File: config.mk
export PLATFORM = sky130hd
export DESIGN_NAME = iter_shifter
export DESIGN_NICKNAME = d
export VERILOG_FILES = /design/src/rtl/iter_shifter.sv
export SDC_FILE = /design/constraint.sdc
export NUM_CORES = 1
export LEC_CHECK = 0
export BUFFER_PORTS_ARGS = -buffer_cell sky130_fd_sc_hd__clkbuf_2
export CAP_MARGIN = 0
export CORE_ASPECT_RATIO = 0.6
export CORE_MARGIN = 8
export CORE_UTILIZATION = 51
export DETAILED_ROUTE_END_ITERATION = 12
export PLACE_DENSITY = 0.75
export SLEW_MARGIN = 10
export SYNTH_ARGS = -nofsm -noshare
export SYNTH_HDL_FRONTEND = slang
export SYNTH_SLANG_ARGS = --single-unit
export TNS_END_PERCENT = 1
File: constraint.sdc
create_clock -name clk -period 2.3 [get_ports clk]
set_clock_uncertainty 0.1 [all_clocks]
set_input_delay 0.46 -clock clk [delete_from_list [all_inputs] [get_ports clk]]
set_output_delay 0.46 -clock clk [all_outputs]
set_load 0.02 [all_outputs]
File: src/rtl/iter_shifter.sv
// Multi-cycle shifter/rotator: moves at most STEP bit positions per clock until
// the requested amount is consumed, then holds the result under valid/ready.
module iter_shifter #(
  parameter int WIDTH = 32,
  parameter int STEP  = 1,
  localparam int SW   = $clog2(WIDTH)
) (
  input  logic             clk,
  input  logic             rst,
  input  logic             in_valid,
  output logic             in_ready,
  input  logic [WIDTH-1:0] a,
  input  logic [SW-1:0]    shamt,
  // operation select; "type" is a reserved word so the port is named op
  input  logic [2:0]       op,
  output logic             out_valid,
  input  logic             out_ready,
  output logic [WIDTH-1:0] r,
  output logic             busy
);

  localparam logic [SW-1:0] STEP_W = SW'(STEP);

  localparam logic [2:0] OP_SRL = 3'd0;
  localparam logic [2:0] OP_SLL = 3'd1;
  localparam logic [2:0] OP_SRA = 3'd2;
  localparam logic [2:0] OP_ROR = 3'd3;
  localparam logic [2:0] OP_ROL = 3'd4;

  typedef enum logic [1:0] {IDLE, BUSY, DONE} state_t;

  state_t           state, state_nxt;
  logic [WIDTH-1:0] work, work_nxt;
  logic [SW-1:0]    rem, rem_nxt;
  logic [2:0]       op_q, op_nxt;
  logic [SW-1:0]    k;
  logic [2*WIDTH-1:0] rot_r, rot_l;
  logic             accept;

  assign in_ready  = (state == IDLE) || ((state == DONE) && out_ready);
  assign accept    = in_valid && in_ready;
  assign out_valid = (state == DONE);
  assign busy      = (state == BUSY);
  assign r         = work;

  // Per-cycle step size; the final partial step consumes whatever remains.
  assign k     = (rem < STEP_W) ? rem : STEP_W;
  assign rot_r = {work, work} >> k;
  assign rot_l = {work, work} << k;

  always_ff @(posedge clk or negedge rst) begin
    if (!rst) begin
      state <= IDLE;
      work  <= '0;
      rem   <= '0;
      op_q  <= OP_SRL;
    end else begin
      state <= state_nxt;
      work  <= work_nxt;
      rem   <= rem_nxt;
      op_q  <= op_nxt;
    end
  end

  always_comb begin
    state_nxt = state;
    work_nxt  = work;
    rem_nxt   = rem;
    op_nxt    = op_q;
    case (state)
      IDLE, DONE: begin
        if (accept) begin
          op_nxt = op;
          // Reserved ops and zero shifts finish without entering BUSY.
          if (op > OP_ROL) begin
            work_nxt  = '0;
            rem_nxt   = '0;
            state_nxt = DONE;
          end else if (shamt == '0) begin
            work_nxt  = a;
            rem_nxt   = '0;
            state_nxt = DONE;
          end else begin
            work_nxt  = a;
            rem_nxt   = shamt;
            state_nxt = BUSY;
          end
        end else if (state == DONE && out_ready) begin
          state_nxt = IDLE;
        end
      end
      BUSY: begin
        case (op_q)
          OP_SRL:  work_nxt = work >> k;
          OP_SLL:  work_nxt = work << k;
          OP_SRA:  work_nxt = $unsigned($signed(work) >>> k);
          OP_ROR:  work_nxt = rot_r[WIDTH-1:0];
          OP_ROL:  work_nxt = rot_l[2*WIDTH-1:WIDTH];
          default: work_nxt = '0;
        endcase
        rem_nxt = rem - k;
        if (rem_nxt == '0) state_nxt = DONE;
      end
      default: state_nxt = IDLE;
    endcase
  end

endmodule

==> results, run 1 <==
- The vias after detailed routing is 2700.
- The total cell area at the placement stage is 0.003410 mm^2.
- The routed via count divided by cell count is 6.207.
- The post-route fraction of the period consumed by the critical path is 0.9449.
- The internal power of the cells totals 0.002706 W.
- The min-delay analysis places its worst path in the category in -> async.
- In this run, synthesis produced a sequential element count of 42.
- For this design, the CTS-stage hold fixing added 0 buffers.
- The startpoint kind of the worst setup timing path is a flop.
- The fraction of registers with async set or reset after synthesis is 1.000.
- The clock tree from TritonCTS is yes.
- The net switching power is 0.002524 W.
- The tool flagged a number of max-cap violations equal to 0.
- The number of antenna violations at the first check in global routing came to 0.
- The I/O pin count is 79.
- Traced cell by cell, the critical path runs through or4_4 > nand2b_1 > ha_1 > or4_1 > nand2_1 > nand2_1 > a221o_1.
- After the first detailed-routing iteration, the DRC count stood at 242.
- In this run the standard cell core region covers 0.005492 mm^2.
- For the worst setup path, the data required time is 2.38 ns.
- The average footprint of a synthesized cell is 9.800 um^2.
- VDD sags by at most 0.0004870 V.
- Summed over all layers, the routed wires come to 8219 um.
- Of the total power, the clock network draws 0.114.
- The net switching fraction of the power is 0.4826.
- The combinational share of power is 0.609.
- After clock tree synthesis, the clock-pin slew on the worst setup and hold paths is 0.09 ns.
- Data arrives at the worst endpoint at 2.26 ns.
- The quantity of I/O buffers inserted on ports is 78.
- The worst setup path is captured at a flop.
- The die outline width is 112.9 um.
- The first global-routing pass estimated 13360 um of wire.
- The highest clock frequency the design can meet is 460.1 MHz.
- After synthesis, the cell types taking the most area are sky130_fd_sc_hd__dfrtp_1, sky130_fd_sc_hd__mux2_2, sky130_fd_sc_hd__o211ai_2.
- The maximum level of the CTS H-tree is 2.
- The cell that appears most often on the critical path is sky130_fd_sc_hd__nand2_1.
- The cell count after synthesis is 293.
- Setup repair after global routing left no endpoint under its margin.
- The minimum setup slack among reg-to-reg paths is 0.13 ns.
- The shortest period the worst path allows is 2.173 ns.
- The most used flip-flop cell after synthesis is sky130_fd_sc_hd__dfrtp_1.
- The height of the chip is 74.13 um.
- In this run the tightest slew margin relative to its limit is 0.6157.
- For the final routed database, the setup TNS stands at 0 ns.
- The number of nets in the synthesized netlist is 338.
- Dividing the detail-routed wire length by the instance count gives 18.89 um.
- The congestion estimate from routability-driven global placement came to 0.8784.
- The cell area after technology mapping is 0.002872 mm^2.
- The count of warnings emitted by yosys is 0.
- The cell type with the highest aggregate area in the netlist is sky130_fd_sc_hd__dfrtp_1.
- The final count of pins violating max slew is 0.
- Yosys mapped a number of flops with a built-in enable equal to 0.
- The area share of the leading cell type in the synthesized netlist is 0.3660.
- The delay of the slowest cell on the worst path is 0.47 ns.
- Fill cells in the final layout number 463.
- The clock passes through at most 2 buffers.
- The sequential share of power is 0.278.
- The power per cell area is 1485 mW/mm^2.
- Of the cells placed in the final design, the portion with a size suffix greater than 1 is 0.4508.
- After routing the design area is 0.003522 mm^2.
- In the final design database the tool counted 410 nets.
- The pre-antenna-repair detailed-routing pass consisted of 5 iterations.
- The post-detailed-route DRC marker count is 0.
- The category of the critical setup timing path is reg -> reg.
- Entering global routing, the biggest net connects 43 pins.
- In the post-synthesis netlist, the cell with the most instances is sky130_fd_sc_hd__dfrtp_1.
- The number of clock buffers added by TritonCTS is 5.
- The count of antenna diodes in the layout is 0.
- After global routing the overflow that remains totals 0.
- The cell at the root of the clock tree is sky130_fd_sc_hd__clkbuf_8.
- The number of buffer and inverter stages on the critical path is 0.
- The via count of the first global-routing pass is 2647.
- The area growth from synthesis to layout is 22.66%.
- Setup violations remaining at the end of the flow were counted as 0.
- Row generation in the floorplan step produced 21 rows.
- Counting every sink on the clock net gives 42.
- The hold violation total from the final report was 0.
- For this design, the slowest cell found on the critical path is sky130_fd_sc_hd__or4_1.
- The portion of the post-synthesis area used by sequential elements is 0.3660.
- The family with the most delay on the worst path is simple AND/OR/NAND/NOR gates.
- In the global route stage, overall resource usage came out at 0.1979.
- The placed wire-length estimate after detailed placement is 5731 um.
- The flow ran to the end, and the final reports show no timing, DRC or antenna violations.
- The starting density of the core is 0.5229.
- In this run the remaining antenna-violating nets after routing total 0.
- The overall die area is 0.008366 mm^2.
- Counting distinct cell types in the post-synthesis netlist gives 40.
- The later pin in the worst-skew pair is clocked with a latency of 0.31 ns.
- The transition at the pin with the smallest max-transition slack is 0.5620 ns.
- Ranked by instance count, the synthesized netlist is headed by sky130_fd_sc_hd__dfrtp_1, sky130_fd_sc_hd__mux2_2, sky130_fd_sc_hd__nand2_1.
- The maximum fanout along the worst path is 6.
- The cell leakage power is 1.598 nW.
[state kept, by name, summed over array words and instances, names as in the netlist]
signal / count
state: 2
r: 32
rem: 5
op_q: 3
[path summary, 6_finish.rpt]
path | from | endpoint | cells after the start
max in group asynchronous | rst | r[18]$_DFFE_PN0P_ | 2
max reg2reg | rem[2]$_DFFE_PN0P_ | rem[4]$_DFFE_PN0P_ | 7
max | rem[2]$_DFFE_PN0P_ | rem[4]$_DFFE_PN0P_ | 7
min in group clk | a[26] | r[26]$_DFFE_PN0P_ | 3
min reg2reg | r[21]$_DFFE_PN0P_ | r[21]$_DFFE_PN0P_ | 2
min | rst | r[7]$_DFFE_PN0P_ | 2
[per-layer routing]
metal | GRT usage | wire length (um)
met1 | 0.2691 | 3882
met2 | 0.2922 | 3559
met5 | 0 | 0
met4 | 0.06012 | 128
met3 | 0.06645 | 647
[through the flow]
stage | std cells | hold WS, ns | worst slack [ns] | util | power [W]
4_1_cts | 435 | 0.1309 | 0.02164 | 0.6407 | 0.005208
6_report | 435 | 0.1182 | 0.1266 | 0.6414 | 0.005230
3_3_place_gp | 427 | 0.4417 | 0.1575 | 0.6209 | 0.004526
3_5_place_dp | 427 | 0.4636 | 0.04051 | 0.6209 | 0.004607
2_1_floorplan | 293 | 0.06441 | 0.2925 | - | 0.003588
5_1_grt | 435 | 0.1659 | 0.05926 | 0.6414 | 0.005590
[final cells by class]
type                            count  area (um^2)  area share
Tap cell                           69        86.33     0.02451
Clock inverter                      3        40.04     0.01137
Clock buffer                        5        68.82     0.01954
Sequential cell                    42         1051      0.2984
Timing Repair Buffer               90        555.5      0.1577
Multi-Input combinational cell    218         1690      0.4799
Inverter                            8        30.03    0.008526
[power by group through the flow]
stage          sequential [W]  combinational [W]  clock [W]
2_1_floorplan         0.00153            0.00206          0
4_1_cts               0.00143            0.00317   0.000605
5_1_grt               0.00150            0.00345   0.000637
6_report              0.00145            0.00318   0.000594
3_3_place_gp          0.00143            0.00310          0
3_5_place_dp          0.00145            0.00316          0
[worst register-to-register path: stages (launching register included)]
cell                       delay (ns)
sky130_fd_sc_hd__dfrtp_1         0.45
sky130_fd_sc_hd__or4_4           0.24
sky130_fd_sc_hd__nand2b_1        0.09
sky130_fd_sc_hd__ha_1            0.24
sky130_fd_sc_hd__or4_1           0.47
sky130_fd_sc_hd__nand2_1         0.10
sky130_fd_sc_hd__nand2_1         0.06
sky130_fd_sc_hd__a221o_1         0.32
[cells in the final DEF, fill, tap and decap left out, types with 2 or more instances in the layout]
master / Yosys / final
sky130_fd_sc_hd__clkbuf_2: 0 / 78
sky130_fd_sc_hd__dfrtp_1: 42 / 42
sky130_fd_sc_hd__mux2_2: 32 / 32
sky130_fd_sc_hd__nand2_1: 32 / 32
sky130_fd_sc_hd__a22oi_1: 28 / 28
sky130_fd_sc_hd__o211ai_2: 20 / 19
sky130_fd_sc_hd__o21ai_0: 14 / 14
sky130_fd_sc_hd__o211ai_1: 11 / 11
sky130_fd_sc_hd__o21ai_2: 10 / 10
sky130_fd_sc_hd__o21ai_1: 10 / 10
sky130_fd_sc_hd__inv_1: 8 / 8
sky130_fd_sc_hd__nor2_1: 8 / 8
sky130_fd_sc_hd__nand3_1: 7 / 7
sky130_fd_sc_hd__buf_12: 0 / 6
sky130_fd_sc_hd__buf_4: 1 / 6
sky130_fd_sc_hd__nand2b_1: 5 / 5
sky130_fd_sc_hd__a21oi_1: 5 / 5
sky130_fd_sc_hd__a221o_1: 5 / 5
sky130_fd_sc_hd__clkbuf_8: 0 / 5
sky130_fd_sc_hd__nor3_1: 4 / 4
sky130_fd_sc_hd__nor2b_1: 3 / 2
sky130_fd_sc_hd__a21o_1: 2 / 2
sky130_fd_sc_hd__o21a_1: 2 / 2
sky130_fd_sc_hd__or4_1: 3 / 2
sky130_fd_sc_hd__a2111oi_0: 2 / 2
sky130_fd_sc_hd__clkinv_2: 0 / 2
[what timing repair did]
item	in CTS	in global routing
endpoints found under the setup margin	0	1
setup buffers	0	0
gates resized for setup	0	1
hold endpoints to repair	0	0
[cells by family after synthesis]
group                      after synthesis  share of synthesized area
AOI/OAI and AO/OA                      117                     0.3290
xor gates and xnor gates                 1                   0.003051
adders and majority gates                1                   0.004357
buffers and inverters                   33                    0.05708
DFF                                     42                     0.3660
muxes                                   32                     0.1255
and+or+nand+nor                         67                     0.1150
Power figures use the tool's default switching activity.
==> run 2: changes to the inputs <==
--- a/config.mk
+++ b/config.mk
@@ -5,7 +5,7 @@
 export SDC_FILE = /design/constraint.sdc
 export NUM_CORES = 1
 export LEC_CHECK = 0
-export BUFFER_PORTS_ARGS = -buffer_cell sky130_fd_sc_hd__clkbuf_2
+export BUFFER_PORTS_ARGS = -buffer_cell sky130_fd_sc_hd__buf_2
 export CAP_MARGIN = 0
 export CORE_ASPECT_RATIO = 0.6
 export CORE_MARGIN = 8
==> run 2 against run 1 <==
Combinational power shrank 2%. Count of clock-buffer cells in the layout grew 1. Highest routed layer unchanged. Non-clock buffer count up 3. Critical path type is now reg -> out. Global-route usage decreased by 0.28 points. Register-to-register slack gained 0.07 ns.
==> results, run 2 (synthesized netlist as in run 1, its figures left out) <==
- The number of buffers inserted by hold repair at cts was 0 (unchanged).
- The average detailed-routed wire length per instance came to 18.46 um (-2.3%).
- The maximum level of the CTS H-tree is 2 (unchanged).
- In the layout the commonest cells are sky130_fd_sc_hd__buf_2, sky130_fd_sc_hd__dfrtp_1, sky130_fd_sc_hd__mux2_2, sky130_fd_sc_hd__nand2_1, sky130_fd_sc_hd__a22oi_1.
- The total number of clock tree sinks is 42 (unchanged).
- The maximum number of pins on one net before global-route repair is 43 (unchanged).
- The cell leakage power is 1.598 nW (about the same).
- The highest clock frequency the design can meet is 473.7 MHz (+3.0%).
- The post-route setup TNS was 0 ns (unchanged).
- The total cell area at the placement stage is 0.003382 mm^2 (-0.81%).
- The path class of the tightest hold or removal check is in -> async.
- The category of the critical setup timing path is reg -> out.
- The worst hold-check slack came to 0.1276 ns (+0.009417 ns).
- The via count of the first global-routing pass came to 2607 (-1.5%).
- The cell area after layout is 0.003496 mm^2 (-0.75%).
- The count of antenna diodes in the layout is 0 (unchanged).
- The placed wire-length estimate after detailed placement is 5849 um (+2.1%).
- The transition at the pin with the smallest max-transition slack is 0.5632 ns (+0.001233 ns).
- The max-capacitance violation count was 0 (unchanged).
- The power per cell area is 1475 mW/mm^2 (-0.68%).
- The number of antenna violations at the first check in global routing is 0 (unchanged).
- The quantity of I/O buffers inserted on ports was 78 (unchanged).
- The placeable core region is 0.005492 mm^2 (unchanged).
- The combinational share of power was 0.607 (-0.002).
- The violation count after the first detailed-routing iteration is 216 (-11%).
- The worst max-slew margin expressed relative to the limit was 0.6245 (+0.008866).
- The proportion of layout cells with a drive suffix above 1 was 0.4526 (+0.001755).
- The vias after detailed routing is 2666 (-1.3%).
- The total congestion overflow came to 0 (unchanged).
- The startpoint kind of the worst setup timing path is a flop.
- The die outline width came to 112.9 um (unchanged).
- The number of standard-cell rows in the floorplan is 21 (unchanged).
- The final count of pins violating max slew is 0 (unchanged).
- The flow ran to the end, and the final reports show no timing, DRC or antenna violations.
- The power after layout is 0.005156 W (-1.4%).
- The net switching power came to 0.002498 W (-1.0%).
- The tree is rooted in a sky130_fd_sc_hd__clkbuf_8.
- The height of the chip came to 74.13 um (unchanged).
- The number of flip-flops under the largest register name came to 32 (unchanged).
- The sequential share of power is 0.278 (about the same).
- The latest clock arrival within the worst-skew pair is 0.30 ns (about the same).
- The shortest period the worst path allows is 2.111 ns (-0.06231 ns).
- Relative to the synthesized area, the layout overhead comes to 21.74%.
- The worst setup path is captured at a primary output.
- The fraction of the core area covered by cells at the end of the flow is 0.6366 (-0.004785).
- The final number of setup-violating endpoints came to 0 (unchanged).
- The number of clock buffers inserted by TritonCTS is 5 (unchanged).
- The number of nets in the layout is 413 (+0.73%).
- Setup repair after global routing left no endpoint under its margin.
- The routed via count divided by cell count is 6.087 (-1.9%).
- The design internal power is 0.002658 W (-1.8%).
- The first-pass GRT wire length is 13320 um (-0.26%).
- The first-pass iteration count of the detailed router is 5 (unchanged).
- The maximum fanout along the worst path is 12 (+6).
- The clock transition at the registers of the reported paths came to 0.08 ns (about the same).
- The number of nets with antenna violations after routing came to 0 (unchanged).
- The post-detailed-route DRC marker count is 0 (unchanged).
- The worst voltage drop across the vdd grid was 0.0005447 V (+12%).
- The total global routing track utilization is 0.1952 (-0.002757).
- The starting density of the core is 0.5229 (unchanged).
- The share of power burned in the clock network came to 0.115 (about the same).
- The worst endpoint data arrival time was 1.55 ns (-0.71 ns).
- The hold violation total from the final report is 0 (unchanged).
- The buffer levels on the longest clock path came to 2 (unchanged).
- The commonest non-fill, non-tap cell in the layout is sky130_fd_sc_hd__buf_2.
- The global placer's final weighted congestion is 0.8532 (-2.9%).
- The I/O pin count is 79 (unchanged).
- The post-route fraction of the period consumed by the critical path was 0.9179 (-0.02709).
- The data required time at the worst endpoint is 1.74 ns (-0.64 ns).
- The overall die area is 0.008366 mm^2 (unchanged).
- The layout filler cell count came to 479 (+3.5%).
- The total detailed-routing wirelength is 8087 um (-1.6%).
- The net switching fraction of the power is 0.4845 (+0.001887).
- TritonCTS built the clock tree.
-- run 2: cell count changes in the layout (fill, tap and decap cells not counted), moves of 2 or more --
cell | previous run | this run
sky130_fd_sc_hd__buf_4 | 6 | 13
sky130_fd_sc_hd__clkbuf_2 | 78 | 0
sky130_fd_sc_hd__buf_12 | 6 | 2
sky130_fd_sc_hd__buf_2 | 0 | 78
sky130_fd_sc_hd__clkinv_2 | 2 | 0
-- run 2: metrics by stage --
stage               setup WS [ns]  instances
floorplan                  0.2925        293
global placement           0.1581        430
detailed placement        0.08717        430
CTS                       0.06448        438
global route              0.05770        438
finish                     0.1889        438
-- run 2: repair_timing --
item                       4_1_cts  5_1_grt
resized for setup                0        1
setup endpoints to repair        0        1
buffers inserted                 0        0
-- run 2: final cells by class --
type                            instances  area, um^2  area share
Tap cell                               69       86.33     0.02470
Multi-Input combinational cell        218        1690      0.4835
Timing Repair Buffer                   93       528.0      0.1510
Sequential cell                        42        1051      0.3006
Inverter                                8       30.03    0.008590
Clock buffer                            6       72.57     0.02076
Clock inverter                          2       37.54     0.01074
-- run 2: critical path, cell delays in order (launching register included) --
cell and delay [ns]:
sky130_fd_sc_hd__dfrtp_1 0.46, sky130_fd_sc_hd__nand2b_1 0.21, sky130_fd_sc_hd__inv_1 0.34, sky130_fd_sc_hd__buf_2 0.25
-- run 2: final timing paths --
path | from | endpoint | slack [ns] | cells after the start
max in group asynchronous | rst | r[0]$_DFFE_PN0P_ | 1.59 | 2
hold / removal | rst | r[4]$_DFFE_PN0P_ | 0.13 | 2
min in group clk | a[7] | r[7]$_DFFE_PN0P_ | 0.27 | 3
setup reg to reg | rem[2]$_DFFE_PN0P_ | rem[4]$_DFFE_PN0P_ | 0.20 | 7
hold reg to reg | r[24]$_DFFE_PN0P_ | r[24]$_DFFE_PN0P_ | 0.49 | 2
setup / recovery | state[1]$_DFFE_PN0P_ | busy | 0.19 | 3
-- run 2: power by group through the flow --
stage	Clock (W)	Combinational [W]	Sequential, W
5_1_grt	0.000635	0.00341	0.00148
4_1_cts	0.000603	0.00313	0.00142
2_1_floorplan	0	0.00206	0.00153
3_3_place_gp	0	0.00305	0.00141
6_report	0.000594	0.00313	0.00143
3_5_place_dp	0	0.00310	0.00143
-- run 2: routing by layer --
metal,track usage,vias up,wire length [um]
met3,0.04943,4,604
met5,0,-,0
li1,-,1269,-
met2,0.2810,108,3492
met4,0.04692,0,41
met1,0.2843,1285,3949
==> run 3: changes to the inputs <==
--- a/config.mk
+++ b/config.mk
@@ -12,6 +12,7 @@
 export CORE_UTILIZATION = 51
 export DETAILED_ROUTE_END_ITERATION = 12
 export PLACE_DENSITY = 0.75
+export RECOVER_POWER = 50
 export SLEW_MARGIN = 10
 export SYNTH_ARGS = -nofsm -noshare
 export SYNTH_HDL_FRONTEND = slang
==> run 3 against run 2 <==
Worst setup slack improved by 0.0053 ns. Count of clock-buffer cells in the layout unchanged. Cell area fell by 0.68%. Final cell count is the same. Power shrank 0.59%. Critical path type is now reg -> reg. Critical endpoint is now rem[4]$_DFFE_PN0P_. Largest cell class unchanged.
==> results, run 3 (synthesized netlist as in run 1, its figures left out) <==
- The run finished with clean final reports.
- The starting density of the core is 0.5229 (unchanged).
- The worst endpoint data arrival time was 2.18 ns (+0.63 ns).
- The startpoint kind of the worst setup timing path is a flop.
- The overall die area is 0.008366 mm^2 (unchanged).
- The transition at the pin with the smallest max-transition slack is 1.090 ns (+0.5273 ns).
- The routed via count divided by cell count is 6.105 (+0.30%).
- The global placer's final weighted congestion is 0.8532 (unchanged).
- The latest clock arrival within the worst-skew pair is 0.30 ns (about the same).
- The highest clock frequency the design can meet is 474.9 MHz (+0.25%).
- The post-layout worst setup margin came to 0.1942 ns (+0.005251 ns).
- The vias after detailed routing is 2674 (+0.30%).
- The design internal power is 0.002630 W (-1.0%).
- The number of standard-cell rows in the floorplan was 21 (unchanged).
- The post-route setup TNS is 0 ns (unchanged).
- The proportion of layout cells with a drive suffix above 1 was 0.4065 (-0.04607).
- Among the stages of the critical path, the cell type that occurs most often is sky130_fd_sc_hd__nand2_1.
- The violation count after the first detailed-routing iteration is 203 (-6.0%).
- The kind of end point of the critical path is a flop.
- The number of buffers added for setup after CTS is 0 (unchanged).
- The total cell area at the placement stage was 0.003382 mm^2 (unchanged).
- The post-detailed-route DRC marker count is 0 (unchanged).
- The setup path with the least slack is of type reg -> reg.
- The number of antenna violations at the first check in global routing is 0 (unchanged).
- The first-pass iteration count of the detailed router is 4 (-1).
- The total congestion overflow is 0 (unchanged).
- The shortest period the worst path allows is 2.106 ns (-0.005251 ns).
- The kind of path behind the tightest hold check is in -> reg.
- The clock transition at the registers of the reported paths came to 0.08 ns (about the same).
- The worst hold-check slack is 0.2743 ns (+0.1467 ns).
- The die outline width came to 112.9 um (unchanged).
- The power per cell area was 1476 mW/mm^2 (about the same).
- The library cell used most frequently in the layout, excluding fill and tap cells, is sky130_fd_sc_hd__buf_2.
- The final count of pins violating max slew was 0 (unchanged).
- The total number of clock tree sinks is 42 (unchanged).
- The root buffer cell chosen for the clock tree is sky130_fd_sc_hd__clkbuf_8.
- The average detailed-routed wire length per instance is 18.43 um (-0.16%).
- The cell leakage power is 1.534 nW (-4.0%).
- The net switching fraction of the power was 0.4867 (+0.002237).
- The post-route fraction of the period consumed by the critical path is 0.9156 (-0.002283).
- The worst voltage drop across the vdd grid is 0.0005382 V (-1.2%).
- The hold violation total from the final report was 0 (unchanged).
- The share of power burned in the clock network is 0.116 (about the same).
- The cell area after layout is 0.003472 mm^2 (-0.68%).
- The maximum number of pins on one net before global-route repair is 43 (unchanged).
- The placeable core region is 0.005492 mm^2 (unchanged).
- The I/O pin count is 79 (unchanged).
- The count of antenna diodes in the layout is 0 (unchanged).
- Traced cell by cell, the critical path runs through or4_4 > nand2b_1 > ha_1 > or4_1 > nand2_1 > nand2_1 > a221o_1.
- The quantity of I/O buffers inserted on ports was 78 (unchanged).
- The height of the chip is 74.13 um (unchanged).
- The final number of setup-violating endpoints is 0 (unchanged).
- The net switching power came to 0.002494 W (-0.14%).
- The buffer levels on the longest clock path is 2 (unchanged).
- The number of buffers inserted by hold repair at cts is 0 (unchanged).
- The sequential share of power came to 0.280 (+0.002).
- The number of nets in the layout is 413 (unchanged).
- The highest-delay cell along the critical path is sky130_fd_sc_hd__or4_1.
- The library cells used most frequently in the layout, excluding fill and tap cells, are sky130_fd_sc_hd__buf_2, sky130_fd_sc_hd__dfrtp_1, sky130_fd_sc_hd__mux2_2, sky130_fd_sc_hd__nand2_1, sky130_fd_sc_hd__a22oi_1.
- The data required time at the worst endpoint is 2.37 ns (+0.63 ns).
- The total global routing track utilization is 0.1952 (unchanged).
- From synthesis to final layout, the design area changed by 20.92%.
- The combinational share of power is 0.605 (-0.002).
- The delay of the slowest cell on the worst path was 0.44 ns (-0.02 ns).
- The number of flip-flops under the largest register name was 32 (unchanged).
- The number of nets with antenna violations after routing is 0 (unchanged).
- The max-capacitance violation count was 0 (unchanged).
- The worst max-slew margin expressed relative to the limit is 0.2730 (-0.3515).
- The via count of the first global-routing pass is 2607 (unchanged).
- The number of gates resized after CTS was 0 (unchanged).
- The number of clock buffers inserted by TritonCTS is 5 (unchanged).
- Setup repair after global routing left no endpoint under its margin.
- The placed wire-length estimate after detailed placement was 5849 um (unchanged).
- The post-placement setup slack is 0.08717 ns (unchanged).
- The maximum level of the CTS H-tree is 2 (unchanged).
- The clock tree from TritonCTS is yes.
- The maximum fanout along the worst path is 6 (-6).
- The total detailed-routing wirelength is 8074 um (-0.16%).
- The first-pass GRT wire length was 13320 um (unchanged).
==> run 3: final cells by class <==
cell class	instances	area, um^2
Timing Repair Buffer	93	504.2
Clock inverter	2	37.54
Fill cell	486	2019
Clock buffer	6	72.57
Tap cell	69	86.33
Inverter	8	30.03
Sequential cell	42	1051
Multi-Input combinational cell	218	1690
==> run 3: worst max-delay path, delay by kind of cell (launching register included) <==
kind,cells,cell delay (ns)
and+or+nand+nor,5,0.89
adders and majority gates,1,0.24
AOI/OAI and AO/OA,1,0.32
DFF,1,0.43
==> run 3: metal layers <==
layer | vias to the layer above | track usage | part of all wire
met5 | - | 0 | 0
met4 | 0 | 0.04692 | 0.0082
met2 | 113 | 0.2810 | 0.44
met3 | 7 | 0.04943 | 0.080
met1 | 1286 | 0.2843 | 0.48
li1 | 1268 | - | -
==> run 3: final timing paths <==
| check | slack, ns | cells after the start | start | end |
|---|---|---|---|---|
| max | 0.19 | 7 | rem[2]$_DFFE_PN0P_ | rem[4]$_DFFE_PN0P_ |
| min reg2reg | 0.49 | 2 | rem[3]$_DFFE_PN0P_ | rem[3]$_DFFE_PN0P_ |
| min in group asynchronous | 0.33 | 2 | rst | r[4]$_DFFE_PN0P_ |
| max reg2reg | 0.19 | 7 | rem[2]$_DFFE_PN0P_ | rem[4]$_DFFE_PN0P_ |
| min | 0.27 | 3 | a[26] | r[26]$_DFFE_PN0P_ |
| max in group asynchronous | 1.10 | 2 | rst | r[28]$_DFFE_PN0P_ |
==> run 3: power groups by stage <==
stage	Sequential [W]	Combinational, W	Clock [W]
after floorplan	0.00153	0.00206	0
after global placement	0.00141	0.00305	0
after detailed placement	0.00143	0.00310	0
after CTS	0.00142	0.00313	0.000603
after global routing	0.00148	0.00338	0.000635
final	0.00143	0.00310	0.000593
==> run 3: through the flow <==
stage | utilization | cells | power [W]
floorplan | - | 293 | 0.003588
global placement | 0.6159 | 430 | 0.004466
detailed placement | 0.6159 | 430 | 0.004535
CTS | 0.6359 | 438 | 0.005147
global route | 0.6323 | 438 | 0.005498
finish | 0.6323 | 438 | 0.005125
